[src/rtl/nx_msg_distributor_pkg.sv]
// Shared mesh definitions: direction encoding, source identifiers and a
// direction decode helper used by the message distributor.
package nx_msg_distributor_pkg;

    localparam int NUM_DIRS = 4;

    localparam logic [1:0] DIRX_N = 2'd0;
    localparam logic [1:0] DIRX_E = 2'd1;
    localparam logic [1:0] DIRX_S = 2'd2;
    localparam logic [1:0] DIRX_W = 2'd3;

    typedef enum logic [1:0] {
        NX_DIR_N = 2'd0,
        NX_DIR_E = 2'd1,
        NX_DIR_S = 2'd2,
        NX_DIR_W = 2'd3
    } nx_direction_t;

    // Round-robin priority pointer: which source wins a same-direction contention.
    typedef enum logic {
        SRC_BYPASS = 1'b0,
        SRC_EMIT   = 1'b1
    } nx_src_t;

    function automatic logic [3:0] dir_onehot(input logic [1:0] dir);
        logic [3:0] hot;
        case (dir)
            DIRX_N:  hot = 4'b0001;
            DIRX_E:  hot = 4'b0010;
            DIRX_S:  hot = 4'b0100;
            DIRX_W:  hot = 4'b1000;
            default: hot = 4'b0000;
        endcase
        return hot;
    endfunction

endpackage

[src/rtl/nx_dist_slot.sv]
// Single-entry registered output slot for one mesh direction.
// With NX_DISTRIB_STATS_EN defined it also keeps a saturating delivery counter.
module nx_dist_slot #(
    parameter int STREAM_WIDTH = 32
`ifdef NX_DISTRIB_STATS_EN
    , parameter int STATS_WIDTH = 16
`endif
) (
    input  logic                    clk_i,
    input  logic                    rst_i,
    input  logic                    push_i,
    input  logic [STREAM_WIDTH-1:0] data_i,
    input  logic                    ready_i,
    output logic                    valid_o,
    output logic [STREAM_WIDTH-1:0] data_o,
    output logic                    avail_o
`ifdef NX_DISTRIB_STATS_EN
    , output logic [STATS_WIDTH-1:0] stat_o
`endif
);

    // Slot can take a new message when empty or when draining this cycle.
    always_comb begin
        avail_o = !valid_o || ready_i;
    end

    // Holding register: refill wins over drain, data frozen while stalled.
    always_ff @(posedge clk_i) begin
        if (rst_i) begin
            valid_o <= 1'b0;
            data_o  <= {STREAM_WIDTH{1'b0}};
        end else if (push_i) begin
            valid_o <= 1'b1;
            data_o  <= data_i;
        end else if (ready_i) begin
            valid_o <= 1'b0;
        end else begin
            valid_o <= valid_o;
        end
    end

`ifdef NX_DISTRIB_STATS_EN
    // Delivery counter, sticks at all-ones once saturated.
    always_ff @(posedge clk_i) begin
        if (rst_i) begin
            stat_o <= {STATS_WIDTH{1'b0}};
        end else if (valid_o && ready_i && (stat_o != {STATS_WIDTH{1'b1}})) begin
            stat_o <= stat_o + STATS_WIDTH'(1);
        end else begin
            stat_o <= stat_o;
        end
    end
`endif

endmodule

[src/rtl/nx_msg_distributor.sv]
// Shares the four mesh output links between the bypass and emit streams with
// round-robin arbitration per direction. Optional stats: NX_DISTRIB_STATS_EN.
module nx_msg_distributor
    import nx_msg_distributor_pkg::*;
#(
    parameter int STREAM_WIDTH = 32
`ifdef NX_DISTRIB_STATS_EN
    , parameter int STATS_WIDTH = 16
`endif
) (
    input  logic                      clk_i,
    input  logic                      rst_i,
    input  logic [STREAM_WIDTH-1:0]   bypass_data_i,
    input  logic [1:0]                bypass_dir_i,
    input  logic                      bypass_valid_i,
    output logic                      bypass_ready_o,
    input  logic [STREAM_WIDTH-1:0]   emit_data_i,
    input  logic [1:0]                emit_dir_i,
    input  logic                      emit_valid_i,
    output logic                      emit_ready_o,
    output logic [4*STREAM_WIDTH-1:0] out_data_o,
    output logic [3:0]                out_valid_o,
    input  logic [3:0]                out_ready_i
`ifdef NX_DISTRIB_STATS_EN
    , output logic [4*STATS_WIDTH-1:0] stat_sent_o
`endif
);

    logic [3:0]              avail_s;
    logic [3:0]              bypass_req_s;
    logic [3:0]              emit_req_s;
    logic [3:0]              push_s;
    logic [STREAM_WIDTH-1:0] push_data_s [NUM_DIRS];
    logic                    same_dir_s;
    logic                    bypass_gnt_s;
    logic                    emit_gnt_s;
    nx_src_t                 prio_r;
    nx_src_t                 prio_next_s;

    // Request decode and grant; the pointer only matters when both target one slot.
    always_comb begin
        bypass_req_s = 4'b0000;
        emit_req_s   = 4'b0000;
        if (bypass_valid_i) begin
            bypass_req_s = dir_onehot(bypass_dir_i);
        end else begin
            bypass_req_s = 4'b0000;
        end
        if (emit_valid_i) begin
            emit_req_s = dir_onehot(emit_dir_i);
        end else begin
            emit_req_s = 4'b0000;
        end
        same_dir_s   = |(bypass_req_s & emit_req_s);
        bypass_gnt_s = (|(bypass_req_s & avail_s)) && (!same_dir_s || (prio_r == SRC_BYPASS));
        emit_gnt_s   = (|(emit_req_s & avail_s)) && (!same_dir_s || (prio_r == SRC_EMIT));
    end

    assign bypass_ready_o = bypass_gnt_s;
    assign emit_ready_o   = emit_gnt_s;

    // Route granted messages to their slots; grants never collide on one slot.
    always_comb begin
        push_s = 4'b0000;
        for (int d = 0; d < NUM_DIRS; d++) begin
            push_data_s[d] = emit_data_i;
            if (bypass_gnt_s && bypass_req_s[d]) begin
                push_s[d]      = 1'b1;
                push_data_s[d] = bypass_data_i;
            end else if (emit_gnt_s && emit_req_s[d]) begin
                push_s[d]      = 1'b1;
                push_data_s[d] = emit_data_i;
            end else begin
                push_s[d]      = 1'b0;
            end
        end
    end

    // Pointer next state: hand priority over once the favoured source is served.
    always_comb begin
        prio_next_s = prio_r;
        case (prio_r)
            SRC_BYPASS: begin
                if (bypass_gnt_s) begin
                    prio_next_s = SRC_EMIT;
                end else begin
                    prio_next_s = SRC_BYPASS;
                end
            end
            SRC_EMIT: begin
                if (emit_gnt_s) begin
                    prio_next_s = SRC_BYPASS;
                end else begin
                    prio_next_s = SRC_EMIT;
                end
            end
            default: prio_next_s = SRC_BYPASS;
        endcase
    end

    // Priority pointer register.
    always_ff @(posedge clk_i) begin
        if (rst_i) begin
            prio_r <= SRC_BYPASS;
        end else begin
            prio_r <= prio_next_s;
        end
    end

    for (genvar d = 0; d < NUM_DIRS; d++) begin : g_slot
        nx_dist_slot #(
            .STREAM_WIDTH (STREAM_WIDTH)
`ifdef NX_DISTRIB_STATS_EN
            , .STATS_WIDTH (STATS_WIDTH)
`endif
        ) u_slot (
            .clk_i   (clk_i),
            .rst_i   (rst_i),
            .push_i  (push_s[d]),
            .data_i  (push_data_s[d]),
            .ready_i (out_ready_i[d]),
            .valid_o (out_valid_o[d]),
            .data_o  (out_data_o[d*STREAM_WIDTH +: STREAM_WIDTH]),
            .avail_o (avail_s[d])
`ifdef NX_DISTRIB_STATS_EN
            , .stat_o (stat_sent_o[d*STATS_WIDTH +: STATS_WIDTH])
`endif
        );
    end

endmodule

[config.mk]
export PLATFORM = sky130hd
export DESIGN_NAME = nx_msg_distributor
export DESIGN_NICKNAME = d
export VERILOG_FILES = /design/src/rtl/nx_msg_distributor_pkg.sv /design/src/rtl/nx_dist_slot.sv /design/src/rtl/nx_msg_distributor.sv
export SDC_FILE = /design/constraint.sdc
export NUM_CORES = 1
export LEC_CHECK = 0
export ABC_AREA = 1
export BUFFER_PORTS_ARGS = -buffer_cell sky130_fd_sc_hd__buf_2
export CORE_MARGIN = 5
export CORE_UTILIZATION = 47
export DETAILED_ROUTE_END_ITERATION = 10
export GPL_TIMING_DRIVEN = 0
export PLACE_DENSITY_LB_ADDON = 0.15
export SYNTH_ARGS = -nofsm -noshare
export SYNTH_HDL_FRONTEND = slang
export SYNTH_SLANG_ARGS = --single-unit
export TNS_END_PERCENT = 1
[constraint.sdc]
create_clock -name clk_i -period 1.35 [get_ports clk_i]
set_input_delay 0.0675 -clock clk_i [delete_from_list [all_inputs] [get_ports clk_i]]
set_output_delay 0.0675 -clock clk_i [all_outputs]
set_load 0.01 [all_outputs]
==> results of run 1 <==
==> registers in the layout (all words and copies together), names as in the netlist <==
| register | flops |
|---|---|
| g_slot.u_slot.valid_o | 4 |
| prio_r | 1 |
| g_slot.u_slot.data_o | 128 |
==> cells by family after synthesis <==
| logic type | after synthesis |
|---|---|
| simple gates | 561 |
| flops | 133 |
| buf+inv | 196 |
| compound gates | 134 |
==> power groups by stage <==
| stage | Sequential (mW) | Combinational, mW | Clock [mW] |
|---|---|---|---|
| after floorplan | 4.33 | 0.974 | 0 |
| after global placement | 4.27 | 1.65 | 0 |
| after detailed placement | 4.27 | 1.67 | 0 |
| after CTS | 4.19 | 1.83 | 5.25 |
| after global routing | 4.21 | 2.12 | 5.43 |
| final | 4.19 | 1.99 | 5.27 |
==> timing repair <==
item | CTS | global route
endpoints found under the setup margin | 135 | 135
gates resized for setup | 79 | 90
buffers inserted | 10 | 2
pin swaps | 15 | 14
endpoints found under the hold margin | 0 | 0
gates cloned | 3 | 0
==> worst max-delay path by stage <==
stage                                         from                           to  depth (start not counted)
final                     g_slot[3].u_slot.valid_o  g_slot[0].u_slot.data_o[11]                         12
after CTS                 g_slot[3].u_slot.valid_o               bypass_ready_o                          9
after global routing      g_slot[1].u_slot.valid_o  g_slot[0].u_slot.data_o[21]                         12
after detailed placement           bypass_dir_i[0]  g_slot[2].u_slot.data_o[21]                         11
after global placement             bypass_dir_i[0]  g_slot[2].u_slot.data_o[21]                         11
after floorplan           g_slot[2].u_slot.valid_o  g_slot[3].u_slot.data_o[22]                         10
==> layout make-up <==
class / count / area, um2
plain buffers: 110 / 942
clock buffers: 21 / 470
clock inverters: 11 / 196
fillers: 1254 / 4590
inverters: 86 / 323
multi-input cells: 695 / 3970
flip-flops and latches: 133 / 2670
well taps: 184 / 230
repair buffers: 223 / 1200
==> worst max-delay path, cell delays in order (launching register included) <==
cell and delay, ns:
dfxtp_2 0.32, inv_2 0.06, nor2_4 0.04, buf_6 0.10, nor2_1 0.09, nor2_1 0.05, nand2_2 0.16, buf_6 0.13
nand3_4 0.19, nand2_8 0.19, buf_12 0.16, nand3_2 0.11, a21oi_2 0.13
==> layer usage <==
metal,global-route usage [%],part of all wire [%],up-vias
met5,0,0,-
met4,15.6,4.7,0
met1,40.2,39,4110
li1,-,-,4060
met3,10.3,12,147
met2,46.7,44,652
==> placed cells by master (no fill, tap or decap), types with 2 or more instances in the layout <==
| master | instances |
|---|---|
| nand4_1 | 128 |
| buf_6 | 27 |
| clkbuf_1 | 28 |
| nand2_2 | 6 |
| nand2_8 | 2 |
| bufinv_16 | 5 |
| buf_4 | 24 |
| a21oi_1 | 109 |
| buf_8 | 17 |
| nand2_1 | 129 |
| clkinv_4 | 2 |
| clkbuf_4 | 6 |
| dfxtp_2 | 3 |
| clkbuf_16 | 17 |
| inv_2 | 4 |
| nand3_4 | 8 |
| buf_12 | 5 |
| clkbuf_2 | 4 |
| buf_2 | 222 |
| nand3_1 | 216 |
| nor2_1 | 15 |
| clkinvlp_4 | 2 |
| nor2_4 | 3 |
| a21oi_2 | 21 |
| nand2_4 | 3 |
| clkbuf_8 | 3 |
| dfxtp_1 | 130 |
| nand3_2 | 48 |
| o21ai_1 | 2 |
| inv_1 | 82 |
==> impl_metrics.csv, run 1 <==
group,metric,value,unit
critical_path,r2r_setup_slack,-0.46,ns
synth,synth.cell_area,7030,um2
cts,root_buffer,"clkbuf_16",
critical_path,r2r-start,"g_slot[3].u_slot.valid_o",
power_and_ir_drop,total_power,11.4,mW
hold_path,worstHoldEndpoint,"g_slot[3].u_slot.data_o[19]",
detailed_routing,drtIter0Drc,1367,
synth,syn_nets,1100,
synth,yosys_warnings,0,
synth,synth_top_family_by_area,"simple AND/OR/NAND/NOR gates",
sta,worst_pin_slew,0.854,ns
sta,period_needed,1.81,ns
global_routing,globalRouteTotalUtil,31.2,%
layout,final_core_util,68.5,%
detailed_routing,num_vias,8969,
layout,fin_nets,1342,
sta,whs,0.0482,ns
global_routing,grt_pass1_vias,8302,
detailed_routing,drc_errors,0,
synth,synth_seq_cells,133,
synth,avgSynthCellArea,6.86,um2
power_and_ir_drop,power_leakage,4.51,nW
synth,yosys-top-cells-count,"264 x nand3_1, 133 x dfxtp_1, 132 x nand2_1, 129 x a21oi_1, 128 x nand4_1",
sta,setup_viol,135,
sta,finalSetupTns,-49.91,ns
global_routing,grt_start_max_net_pins,17,
hold_path,hp-class,"in2reg",
sta,rsz0062_at_grt,"yes",
power_and_ir_drop,power.density,1150,nW/um2
critical_path,end_kind,"flop",
critical_path,critPathArrivalTime,2.18,ns
floorplan,die_w,132,um
critical_path,start_kind,"flop",
layout,drive_gt1_share,34.2,%
synth,muxShareOfSynthArea,0,%
floorplan,start_util,48.2,%
layout,final-instance-count-excl-fill,1463,
hold_path,min_from,"rst_i",
floorplan,io_pins,210,
cts,hold_buffers,0,
power_and_ir_drop,power.net_switching,3.18,mW
placed_design,place.detailed.instances,1416,
power_and_ir_drop,combPwrFrac,17.4,%
critical_path,rr_endpoint,"g_slot[0].u_slot.data_o[11]",
synth,synth_adder_area_share,0,%
power_and_ir_drop,vdd_drop_max,836,uV
placed_design,preCtsSetupSlack,-0.522,ns
power_and_ir_drop,p_seq_share,36.6,%
detailed_routing,routed_wl,29300,um
detailed_routing,routedWlPerCell,20.0,um
detailed_routing,dr.pass1.iters,7,
sta,finalMaxSlewViolations,0,
placed_design,dpl.hpwl,20300,um
critical_path,reg2reg_depth,12,
cts,clk_pin_slew,0.06,ns
floorplan,die_h,132,um
detailed_routing,antenna_left,0,
sta,maxSlewHeadroom,43.1,%
critical_path,worst_ep_required_time,1.72,ns
placed_design,gp_congestion,0.970,
cts,clkSinkCount,133,
run,cap_violations,0,
hold_path,min_path_cells,2,
floorplan,die_area,17500,um2
synth,synth_top_area_share,37.9,%
critical_path,cp_max_fo,10,
synth,synth_edf_count,0,
placed_design,dpl_cell_area,8550,um2
synth,yosys.area.top_type,"dfxtp_1",
sta,timing.final.hold_violations,0,
synth,synthCells,1024,
global_routing,grt_pass1_wl,44100,um
layout,num_antenna_cells,0,
synth,synth_xor_area_share,0,%
synth,synth_cell_type_count,20,
power_and_ir_drop,sw_frac_of_total,27.8,%
cts,cts_tree,"done",
cts,clk-insertion-delay-late,0.43,ns
sta,post-route-period-util,134,%
layout,finalInstanceArea,10000,um2
floorplan,core_area,14600,um2
sta,worst_slack,-0.465,ns
synth,synthArstFlopShare,0,%
synth,yosys.area_share.simple,40.4,%
global_routing,antenna_found_initial,0,
cts,clk_path_buf_depth,2,
synth,synth.most_common_cell,"nand3_1",
global_routing,grt_overflow,0,
placed_design,port_buffers,208,
synth,synth-compound-area-share,9.63,%
sta,fmax,551,MHz
status,status,"finished, violations left",
synth,ys_seq_area_share,37.9,%
detailed_routing,avgViaCountPerCell,6.13,
floorplan,rows,44,
critical_path,worstSetupPathType,"reg2reg",
cts,cts_buffers,17,
sta,finClkSkew,0.00763,ns
layout,area_growth,42.3,%
power_and_ir_drop,clkPwrFrac,46.0,%
synth,yosys-top-cells-area,"dfxtp_1 38%, nand3_1 19%, nand4_1 11%",
cts,htreeDepth,4,
synth,synth_ff_type,"dfxtp_1",
power_and_ir_drop,p_int,8.26,mW
status,violations,"negative setup slack",
Note: power is estimated with default switching activity, not from simulation.
==> inputs of run 2 (changes only) <==
--- a/config.mk
+++ b/config.mk
@@ -8,7 +8,8 @@
 export ABC_AREA = 1
 export BUFFER_PORTS_ARGS = -buffer_cell sky130_fd_sc_hd__buf_2
 export CORE_MARGIN = 5
-export CORE_UTILIZATION = 47
+export CORE_UTILIZATION = 49
+export CTS_BUF_LIST = sky130_fd_sc_hd__clkbuf_8
 export DETAILED_ROUTE_END_ITERATION = 10
 export GPL_TIMING_DRIVEN = 0
 export PLACE_DENSITY_LB_ADDON = 0.15
==> run 2 against run 1 <==
The run still ends with negative setup slack left. Critical path depth decreased by 3. Maximum frequency increased by 0.14%. Utilization increased by 0.50 points. Final cell count decreased by 0.34%. First-iteration DRC count decreased by 25%. Combinational power decreased by 2%. Power decreased by 15%. Cell area decreased by 3.4%. Largest power group is now sequential cells.
==> impl_metrics.csv, run 2 (synthesized netlist as in run 1, its figures left out) <==
group,metric,value,unit
cts,cts_buffers,17,
global_routing,grt_pass1_wl,41200,um
cts,htreeDepth,4,
floorplan,core_area,14000,um2
sta,maxSlewHeadroom,38.2,%
layout,finalInstanceArea,9650,um2
status,violations,"negative setup slack",
layout,top_register,"g_slot.u_slot.data_o",
sta,timing.final.hold_violations,0,
layout,multi_input_area,3900,um2
sta,worst_pin_slew,0.927,ns
layout,drive_gt1_share,32.7,%
floorplan,die_w,130,um
layout,fin_nets,1343,
layout,mostFrequentLayoutCell,"nand3_1",
detailed_routing,routedWlPerCell,19.3,um
critical_path,worstSetupPathType,"reg2out",
detailed_routing,drc_errors,0,
sta,fmax,552,MHz
floorplan,die_area,16800,um2
cts,clk_pin_slew,0.08,ns
power_and_ir_drop,vdd_drop_max,916,uV
detailed_routing,routed_wl,28200,um
sta,worst_slack,-0.462,ns
power_and_ir_drop,total_power,9.71,mW
power_and_ir_drop,power_leakage,4.38,nW
layout,area_growth,37.4,%
layout,largestRegisters,"g_slot.u_slot.data_o: 128 flops, g_slot.u_slot.valid_o: 4 flops, prio_r: 1 flops",
sta,post-route-period-util,134,%
cts,clkSinkCount,133,
floorplan,start_util,50.2,%
status,status,"finished, violations left",
critical_path,critPathMaxStageDelay,0.33,ns
placed_design,gp_congestion,0.959,
global_routing,globalRouteTotalUtil,31.5,%
detailed_routing,num_vias,8874,
critical_path,end_kind,"output port",
sta,rsz0062_at_grt,"yes",
global_routing,grt_start_max_net_pins,17,
sta,setup_viol,135,
sta,period_needed,1.81,ns
cts,cts_tree,"done",
critical_path,start_kind,"flop",
detailed_routing,drtIter0Drc,1031,
critical_path,crit_chain,"inv_1, nor2_2, nor2_1, nor2_2, nand2_4, buf_6, buf_8, and2_4, buf_6",
detailed_routing,dr.pass1.iters,6,
layout,regArea,2670,um2
global_routing,grt_pass1_vias,7761,
global_routing,antenna_found_initial,0,
floorplan,rows,43,
cts,clk_path_buf_depth,2,
placed_design,dpl.hpwl,19700,um
critical_path,critPathArrivalTime,1.74,ns
sta,whs,0.0293,ns
cts,clk-insertion-delay-late,0.46,ns
critical_path,crit_slowest_cell,"dfxtp_2",
detailed_routing,antenna_left,0,
cts,root_buffer,"clkbuf_8",
critical_path,crit_family,"simple AND/OR/NAND/NOR gates",
critical_path,worst_ep_required_time,1.28,ns
placed_design,port_buffers,208,
critical_path,cp_num_buf_inv,4,
detailed_routing,avgViaCountPerCell,6.09,
placed_design,dpl_cell_area,8550,um2
sta,finalMaxSlewViolations,0,
layout,largest_reg_flops,128,
power_and_ir_drop,power.density,1010,nW/um2
run,cap_violations,0,
placed_design,place.detailed.instances,1412,
hold_path,hp-class,"in2reg",
layout,nFillCells,1232,
global_routing,grt_overflow,0,
floorplan,io_pins,210,
critical_path,cp_max_fo,3,
layout,mostFrequentLayoutCells,"231 x nand3_1, 223 x buf_2, 131 x nand2_1",
layout,num_antenna_cells,0,
layout,final-instance-count-excl-fill,1458,
sta,finClkSkew,0.0116,ns
floorplan,die_h,130,um
[run 2: changes by cell type in the layout (fill, tap and decap cells not counted), moves of 3 or more]
cell	previous run	this run
buf_4	24	27
buf_8	17	7
clkbuf_16	17	4
clkbuf_4	6	10
clkbuf_8	3	21
inv_1	82	85
nand2_2	6	3
nand3_1	216	231
nand3_2	48	30
nand3_4	8	11
nor2_2	1	4
[run 2: per-stage QoR]
step	setup WS [ns]	utilization [%]	setup TNS, ns
4_1_cts	-0.441	65.9	-47.23
3_5_place_dp	-0.546	61.1	-58.76
5_1_grt	-0.532	69.0	-61.41
2_1_floorplan	-0.0786	-	-10.09
3_3_place_gp	-0.546	61.1	-56.59
6_report	-0.462	69.0	-49.97
[run 2: layout make-up]
type                    count  area share [%]
clock buffers              21            2.99
inverters                  86            3.34
repair buffers            224            12.9
well taps                 180            2.33
multi-input cells         695            40.4
flip-flops and latches    133            27.6
clock inverters             9            1.33
plain buffers             110            9.05
[run 2: worst paths after layout]
| check | end | depth (start not counted) | from | slack (ns) |
|---|---|---|---|---|
| max | bypass_ready_o | 9 | g_slot[2].u_slot.valid_o | -0.46 |
| min reg2reg | g_slot[0].u_slot.data_o[27] | 2 | g_slot[0].u_slot.data_o[27] | 0.48 |
| max reg2reg | g_slot[0].u_slot.data_o[23] | 11 | g_slot[1].u_slot.valid_o | -0.45 |
| min | g_slot[2].u_slot.data_o[29] | 5 | emit_data_i[29] | 0.03 |
[run 2: repair_timing]
action	in CTS	in global routing
gates cloned	0	4
setup buffers	6	4
endpoints found under the hold margin	9	0
hold buffers	2	0
gates resized for setup	52	80
setup endpoints to repair	135	135
pin swaps	9	15
[run 2: worst reg2reg max path: stages (launching register included)]
cell and delay [ns]:
dfxtp_2 0.33, inv_2 0.06, nor2_4 0.04, buf_4 0.13, nor2_2 0.07, nor2_1 0.05
nand2_2 0.20, nand3_4 0.23, nand2_8 0.22, buf_8 0.17, nand3_2 0.09, a21oi_1 0.14
[run 2: power breakdown]
| part | total (mW) | internal, mW | switching, mW |
|---|---|---|---|
| registers | 4.18 | 4.09 | 0.0933 |
| clock network | 3.59 | 1.99 | 1.59 |
| logic | 1.95 | 0.726 | 1.22 |
[run 2: layer usage]
layer	GRT usage [%]	wire length [um]
met1	43.1	11000
met2	47.8	12700
met3	6.88	3350
met4	14.4	1110
met5	0	0
==> inputs of run 3 (changes only) <==
--- a/config.mk
+++ b/config.mk
@@ -12,7 +12,7 @@
 export CTS_BUF_LIST = sky130_fd_sc_hd__clkbuf_8
 export DETAILED_ROUTE_END_ITERATION = 10
 export GPL_TIMING_DRIVEN = 0
-export PLACE_DENSITY_LB_ADDON = 0.15
+export PLACE_DENSITY = 0.77
 export SYNTH_ARGS = -nofsm -noshare
 export SYNTH_HDL_FRONTEND = slang
 export SYNTH_SLANG_ARGS = --single-unit
==> run 3 against run 2 <==
The flow still finishes with violations (negative setup slack). Global-route usage is 0.19 points lower. Final cell count shrank 0.41%. Clock skew is 0.0035 ns lower. Critical path depth unchanged. Largest power group unchanged. Highest routed layer unchanged.
==> impl_metrics.csv, run 3 (synthesized netlist as in run 1, its figures left out) <==
group,metric,value,unit
status,status,"finished, violations left",
status,violations,"negative setup slack",
power_and_ir_drop,power.density,982,nW/um2
cts,clk-insertion-delay-late,0.47,ns
critical_path,start_kind,"flop",
detailed_routing,drc_errors,0,
critical_path,rr_endpoint,"g_slot[3].u_slot.data_o[8]",
sta,finalSetupTns,-42.43,ns
sta,post-route-period-util,133,%
sta,finClkSkew,0.00808,ns
layout,multi_input_area,3840,um2
critical_path,r2r-start,"g_slot[3].u_slot.valid_o",
sta,finalMaxSlewViolations,0,
hold_path,hp-class,"in2reg",
sta,setup_viol,135,
layout,regArea,2670,um2
hold_path,min_path_cells,5,
floorplan,start_util,50.2,%
run,cap_violations,0,
global_routing,top_usage_layer,"met2",
floorplan,die_h,130,um
global_routing,grt_pass1_wl,41300,um
cts,cts_buffers,17,
floorplan,die_w,130,um
sta,timing.final.hold_violations,0,
detailed_routing,antenna_left,0,
layout,fin_nets,1337,
layout,area_growth,35.0,%
global_routing,antenna_found_initial,0,
sta,period_needed,1.80,ns
global_routing,grt_start_max_net_pins,17,
sta,worst_pin_slew,0.807,ns
sta,whs,0.0218,ns
cts,clk_path_buf_depth,2,
floorplan,core_area,14000,um2
cts,root_buffer,"clkbuf_8",
critical_path,end_kind,"output port",
layout,top_register,"g_slot.u_slot.data_o",
detailed_routing,routedWlPerCell,19.1,um
power_and_ir_drop,power_leakage,4.34,nW
critical_path,critPathArrivalTime,1.73,ns
hold_path,min_from,"emit_data_i[29]",
global_routing,gr-usage-met2,49.1,%
layout,largestRegisters,"g_slot.u_slot.data_o: 128 flops, g_slot.u_slot.valid_o: 4 flops, prio_r: 1 flops",
sta,maxSlewHeadroom,46.2,%
power_and_ir_drop,total_power,9.31,mW
global_routing,grt.met3_usage,6.63,%
layout,largest_reg_flops,128,
global_routing,globalRouteTotalUtil,31.3,%
floorplan,rows,43,
global_routing,grt_pass1_vias,7816,
sta,worst_slack,-0.448,ns
detailed_routing,avgViaCountPerCell,6.08,
sta,rsz0062_at_grt,"yes",
sta,fmax,556,MHz
cts,cts_tree,"done",
power_and_ir_drop,vdd_drop_max,605,uV
global_routing,grt_overflow,0,
layout,mostFrequentLayoutCell,"nand3_1",
placed_design,dpl.hpwl,19900,um
floorplan,die_area,16800,um2
critical_path,worst_ep_required_time,1.28,ns
placed_design,dpl_cell_area,8550,um2
global_routing,gr-usage-met1,41.7,%
critical_path,worstSetupPathType,"reg2out",
detailed_routing,routed_wl,27800,um
critical_path,critical_path.startpoint,"g_slot[3].u_slot.valid_o",
detailed_routing,drtIter0Drc,1077,
critical_path,r2r_setup_slack,-0.39,ns
detailed_routing,num_vias,8828,
critical_path,cp_max_fo,2,
cts,htreeDepth,4,
layout,nFillCells,1259,
cts,clkSinkCount,133,
layout,mostFrequentLayoutCells,"236 x nand3_1, 219 x buf_2, 130 x nand2_1",
critical_path,reg2reg_depth,11,
placed_design,port_buffers,208,
detailed_routing,dr.pass1.iters,8,
placed_design,gp_congestion,0.937,
hold_path,worstHoldEndpoint,"g_slot[1].u_slot.data_o[29]",
floorplan,io_pins,210,
cts,clk_pin_slew,0.07,ns
layout,finalInstanceArea,9480,um2
layout,drive_gt1_share,31.3,%
run 3: cell types whose count changed in the layout (fill, tap and decap cells not counted), sizes merged:
cell and delta:
buf -2, clkinv +2, diode +1, clkinvlp -3
inv +2, clkbuf -5, bufinv -1
run 3: final cells by class:
type                       count  area share, %
antenna                        1         0.0264
buffer                       110           9.59
clock buffer                  20           2.90
clock inverter                 9          0.950
inverter                      86           3.40
multi-input combinational    695           40.5
sequential                   133           28.1
tap                          180           2.37
timing repair buffer         218           12.1
run 3: critical path, stage by stage, from the launching register on:
cell     delay, ns
dfxtp_2       0.34
inv_2         0.04
nor2_4        0.09
nor2_1        0.05
nor2_1        0.14
nand2_2       0.10
buf_6         0.13
buf_6         0.11
and2_4        0.15
buf_6         0.11
run 3: power by group:
part	internal, mW	total, mW	switching (mW)
sequential	4.09	4.19	0.0981
clock	1.72	3.21	1.49
combinational	0.713	1.91	1.20
run 3: per-layer routing:
layer / up-vias / part of all wire (%)
met5: - / 0
met4: 0 / 4.4
met3: 102 / 11
met2: 629 / 46
met1: 4052 / 39
li1: 4045 / -
run 3: worst max path at each step:
stage	endpoint	slack (ns)
after global routing	bypass_ready_o	-0.49
after detailed placement	g_slot[0].u_slot.data_o[2]	-0.48
after floorplan	g_slot[3].u_slot.data_o[22]	-0.08
after global placement	g_slot[0].u_slot.data_o[2]	-0.46
final	bypass_ready_o	-0.45
after CTS	emit_ready_o	-0.47
run 3: per-stage QoR:
step,worst slack [ns],instances,utilization [%]
3_3_place_gp,-0.457,1412,61.1
2_1_floorplan,-0.0786,1024,-
6_report,-0.448,1452,67.8
4_1_cts,-0.474,1449,65.8
5_1_grt,-0.492,1451,67.8
3_5_place_dp,-0.479,1412,61.1
run 3: timing repair:
| item | in CTS | in global routing |
|---|---|---|
| hold buffers | 2 | 0 |
| setup buffers | 6 | 2 |
| pin swaps | 17 | 9 |
| hold endpoints to repair | 10 | 0 |
| gates cloned | 0 | 0 |
| endpoints found under the setup margin | 135 | 135 |
| gates resized for setup | 59 | 79 |
